$ cat src/rtl/ser2par_stream_pkg.sv
// Shared constants for the ser2par_stream deserializer: output-register states
// and the elaboration-time configuration check.
package ser2par_stream_pkg;

    localparam logic ST_EMPTY = 1'b0;
    localparam logic ST_FULL  = 1'b1;

    function automatic bit s2p_cfg_ok(input int pw, input int sw);
        return (sw > 0) && (pw % sw == 0) && (pw / sw >= 2);
    endfunction

endpackage

$ cat src/rtl/ser2par_shreg.sv
// SW-wide bidirectional shift register feeding the deserializer word buffer.
module ser2par_shreg #(
    parameter int PW = 64,
    parameter int SW = 1
) (
    input  logic          clk,
    input  logic          reset,
    input  logic [SW-1:0] din,
    input  logic          shift,
    input  logic          lsbfirst,
    output logic [PW-1:0] q
);

    logic [PW-1:0] sr_q, sr_d;

    always_comb begin
        sr_d = sr_q;
        if (shift)
            sr_d = lsbfirst ? {din, sr_q[PW-1:SW]} : {sr_q[PW-SW-1:0], din};
    end

    always_ff @(posedge clk or posedge reset) begin
        if (reset) sr_q <= '0;
        else       sr_q <= sr_d;
    end

    assign q = sr_q;

endmodule

$ cat src/rtl/ser2par_stream.sv
// Serial-to-parallel deserializer: beat framing, registered valid/ready word
// output and a sticky flag for words lost to back-pressure.
module ser2par_stream
    import ser2par_stream_pkg::*;
#(
    parameter  int PW = 64,
    parameter  int SW = 1,
    localparam int CW = $clog2(PW/SW)
) (
    input  logic          clk,
    input  logic          reset,
    input  logic [SW-1:0] din,
    input  logic          shift,
    input  logic          start,
    input  logic          lsbfirst,
    output logic [PW-1:0] dout,
    output logic          valid_out,
    input  logic          ready_in,
    output logic [CW-1:0] count,
    output logic          overflow,
    input  logic          clear_ovf
);

    localparam int N = PW / SW;

    if (!s2p_cfg_ok(PW, SW)) begin : g_cfg_bad
        $fatal(1, "ser2par_stream: PW must be a multiple of SW with PW/SW >= 2");
    end

    logic [PW-1:0] sr;
    logic [PW-1:0] word;
    logic [CW-1:0] count_q, count_d;
    logic [PW-1:0] dout_q, dout_d;
    logic          state_q, state_d;
    logic          ovf_q, ovf_d;
    logic          last_beat, cmpl, ovf_set;

    ser2par_shreg #(.PW(PW), .SW(SW)) u_shreg (
        .clk      (clk),
        .reset    (reset),
        .din      (din),
        .shift    (shift),
        .lsbfirst (lsbfirst),
        .q        (sr)
    );

    // The completed word must include the beat arriving on this edge.
    assign word      = lsbfirst ? {din, sr[PW-1:SW]} : {sr[PW-SW-1:0], din};
    assign last_beat = (count_q == CW'(N-1));
    assign cmpl      = shift && !start && last_beat;

    always_comb begin
        count_d = count_q;
        if (start)      count_d = shift ? CW'(1) : '0;
        else if (shift) count_d = last_beat ? '0 : count_q + CW'(1);
    end

    always_comb begin
        state_d = state_q;
        dout_d  = dout_q;
        ovf_set = 1'b0;
        case (state_q)
            ST_EMPTY: begin
                if (cmpl) begin
                    dout_d  = word;
                    state_d = ST_FULL;
                end
            end
            ST_FULL: begin
                if (cmpl) begin
                    if (ready_in) dout_d  = word;
                    else          ovf_set = 1'b1;
                end else if (ready_in) begin
                    state_d = ST_EMPTY;
                end
            end
            default: state_d = ST_EMPTY;
        endcase
        ovf_d = ovf_set ? 1'b1 : (clear_ovf ? 1'b0 : ovf_q);
    end

    always_ff @(posedge clk or posedge reset) begin
        if (reset) begin
            count_q <= '0;
            dout_q  <= '0;
            state_q <= ST_EMPTY;
            ovf_q   <= 1'b0;
        end else begin
            count_q <= count_d;
            dout_q  <= dout_d;
            state_q <= state_d;
            ovf_q   <= ovf_d;
        end
    end

    assign dout      = dout_q;
    assign valid_out = (state_q == ST_FULL);
    assign count     = count_q;
    assign overflow  = ovf_q;

endmodule

$ cat config.mk
export PLATFORM = sky130hd
export DESIGN_NAME = ser2par_stream
export DESIGN_NICKNAME = d
export VERILOG_FILES = /design/src/rtl/ser2par_stream_pkg.sv /design/src/rtl/ser2par_shreg.sv /design/src/rtl/ser2par_stream.sv
export SDC_FILE = /design/constraint.sdc
export NUM_CORES = 1
export LEC_CHECK = 0
export BUFFER_PORTS_ARGS = -buffer_cell sky130_fd_sc_hd__buf_2
export CAP_MARGIN = 40
export CORE_UTILIZATION = 35
export DETAILED_ROUTE_END_ITERATION = 10
export SLEW_MARGIN = 20
export SYNTH_ARGS = -nofsm -noshare
export SYNTH_HDL_FRONTEND = slang
export SYNTH_SLANG_ARGS = --single-unit
$ cat constraint.sdc
create_clock -name clk -period 13.2 [get_ports clk]
set_input_delay 1.98 -clock clk [delete_from_list [all_inputs] [get_ports clk]]
set_output_delay 1.98 -clock clk [all_outputs]
set_load 0.03 [all_outputs]
==> flow_metrics.tcl <==
set metrics [dict create \
    cts_tree "yes" \
    gp_congestion 0.759 \
    gr-usage-all-layers_pct 13.7 \
    detailed_place_hpwl_um 7410 \
    worst_hold_path.endpoint "dout[6]$_DFFE_PP0P_" \
    timing.critical_path.from_type "primary input" \
    power-per-cell-area_nw_per_um2 157 \
    firstDrtPassIters 4 \
    ys.warnings.count 0 \
    htreeDepth 4 \
    async_flop_share_pct 100 \
    clk_path_buf_depth 2 \
    io_pins 80 \
    outcome "finished, final reports clean" \
    synth-edff-count 0 \
    core_area_um2 16800 \
    timing.critical_path.to_type "register" \
    hold_viol_final 0 \
    diode_insertion_count_for_antenna_repair 0 \
    post-cts-setup-buffers 0 \
    timing.clock.skew_ns 0.00641 \
    dr_total_vias 3502 \
    top_signal_layer_used "met4" \
    area_growth_synth_to_finish_pct 20.4 \
    final_common_cell "dfrtp_1" \
    synth_top_area_share_pct 56.1 \
    worstPathRequired_ns 13.50 \
    max_slew.worst_pin.slew_ns 0.663 \
    std_cell_rows 47 \
    final.setup.tns_ns 0 \
    post-route-min-period_ns 3.85 \
    ant_nets 0 \
    fin_worst_hold_slack_ns 0.505 \
    slew_violations 0 \
    place.port_buffers 79 \
    synthDominantAreaCellType "dfrtp_1" \
    postSynthCellCount 441 \
    cp_data_arrival_time_ns 4.16 \
    worstReg2RegEnd "dout[34]$_DFFE_PP0P_" \
    grt_first_pass_wirelength_um 19100 \
    vias_per_cell 4.66 \
    number_of_global_route_vias_before_repair 3704 \
    postSynthNetCount 450 \
    clock_sinks 136 \
    vdd_ir_drop_max_mv 0.0957 \
    timing.hold.worst.class "reg2reg" \
    numCtsBuffers 17 \
    worstHoldStart "dout[6]$_DFFE_PP0P_" \
    timing.final.setup_violations 0 \
    post-route-period-util_pct 29.2 \
    postSynthAreaPerCell_um2 13.8 \
    slew-limit-headroom_pct 55.8 \
    met3_length_um 556 \
    most_frequent_cells_in_the_layout "dfrtp_1, mux2_2, buf_2, mux2i_1, mux2_4" \
    grt_setup_unrepaired "no" \
    chipHeight_um 134 \
    yosys_most_used_dff "dfrtp_1" \
    detail_route.iter0.violations 188 \
    die_area_um2 17900 \
    final_nets 528 \
    route.final.wire_length_um 11400 \
    worstPathMaxFanout 57 \
    clk_latency_ns 0.42 \
    reg2reg_from "count[0]$_DFFE_PP0P_" \
    dr_wl_met2_um 5170 \
    cts-resized-gates 0 \
    ys_seq_area_share_pct 56.1 \
    regToRegSetupSlack_ns 10.86 \
    maxClockFrequency_mhz 259 \
    start_util_pct 36.2 \
    netlist_top_cells_area "dfrtp_1, mux2_2, mux2i_1" \
    route.detailed.drc 0 \
    worstSetupPathType "in2reg" \
    die-width_um 134 \
    cts.clk_slew.worst_paths_ns 0.06 \
    num-fill-cells 1533 \
    met1_wire_length_um 5530 \
    grt_antenna_before_repair 0 \
    clockRootBuffer "clkbuf_16" \
    max_cap_violations 0 \
    r2r.worst_path.cells 5 \
    worstHoldPathCells 1 \
    proportion_of_layout_cells_with_a_drive_suffix_above_1_pct 43.6 \
    power.static_leakage_nw 3.56 \
    grt_start_max_net_pins 70 \
    routed_wire_per_std_cell_um 15.2 \
    global_route.overflow_total 0 \
    ys_ff_latch 136 \
    area_of_the_mapped_netlist_um2 6060 \
    cts-hold-fix-buffers 0 \
    yosysUniqueCellTypes 29 \
]
metrics by stage:
stage          total power, W  instance area, um2  setup WS (ns)  util [%]  cells
4_1_cts               0.00116                7260           9.32      43.3    750
6_report              0.00115                7300           9.35      43.6    752
2_1_floorplan        0.000593                6060           7.58         -    441
5_1_grt               0.00120                7300           9.17      43.6    752
3_3_place_gp         0.000618                6580           8.77      39.3    717
3_5_place_dp         0.000627                6600           8.89      39.4    718
sequential cells by signal (all words and copies together) (netlist names):
| register | flops |
|---|---|
| valid_out | 1 |
| u_shreg.q | 64 |
| overflow | 1 |
| dout | 64 |
| count | 6 |
worst max path at each step:
| stage | from | endpoint | slack [ns] | cells after the start |
|---|---|---|---|---|
| finish | shift | dout[34]$_DFFE_PP0P_ | 9.35 | 6 |
| floorplan | reset | count[0]$_DFFE_PP0P_ | 7.58 | 1 |
| CTS | shift | dout[34]$_DFFE_PP0P_ | 9.32 | 6 |
| detailed placement | shift | dout[36]$_DFFE_PP0P_ | 8.89 | 6 |
| global route | shift | dout[34]$_DFFE_PP0P_ | 9.17 | 6 |
| global placement | shift | dout[35]$_DFFE_PP0P_ | 8.77 | 5 |
worst max-delay path, cell delays in order:
cell and delay, ns:
buf_4 0.39, buf_12 0.31, nand2_1 0.19, nor4b_4 0.26, buf_4 0.59, mux2_2 0.41
power by group:
group	internal, W	switching [W]
Combinational	0.0000624	0.0000593
Sequential	0.000462	0.0000361
Clock	0.000342	0.000184
layout make-up:
cell class              count  area [um2]  share of cell area (%)
flip-flops and latches    136        3400                    46.6
multi-input cells         248        2360                    32.3
repair buffers             85         483                    6.62
clock buffers              18         439                    6.02
well taps                 220         275                    3.77
clock inverters            14         221                    3.03
inverters                  31         121                    1.66
cell families (layout without fill, tap and decap cells):
kind of cell | Yosys count | after routing | synth area share (%)
AO/OA/AOI/OAI | 36 | 36 | 3.12
XOR/XNOR | 2 | 2 | 0.289
adder cells (fa/ha/maj) | 1 | 1 | 0.206
buffers and inverters | 57 | 148 | 5.18
flip-flops | 136 | 136 | 56.1
multiplexers | 166 | 166 | 31.7
AND/OR/NAND/NOR | 43 | 43 | 3.36
Yosys cell counts, drive strengths merged, types with 3 or more instances:
| library cell | n |
|---|---|
| dfrtp | 136 |
| inv | 31 |
| nand4 | 3 |
| clkbuf | 10 |
| nor2 | 30 |
| nand2 | 3 |
| mux2 | 111 |
| mux2i | 55 |
| buf | 16 |
| a21oi | 30 |
metal layers:
| metal | vias to the layer above | track usage (%) |
|---|---|---|
| met5 | - | 0 |
| met4 | 0 | 5.87 |
| met2 | 78 | 20.4 |
| met3 | 13 | 4.11 |
| li1 | 1687 | - |
| met1 | 1724 | 18.6 |
No activity file was read; power rests on OpenSTA's default activity.
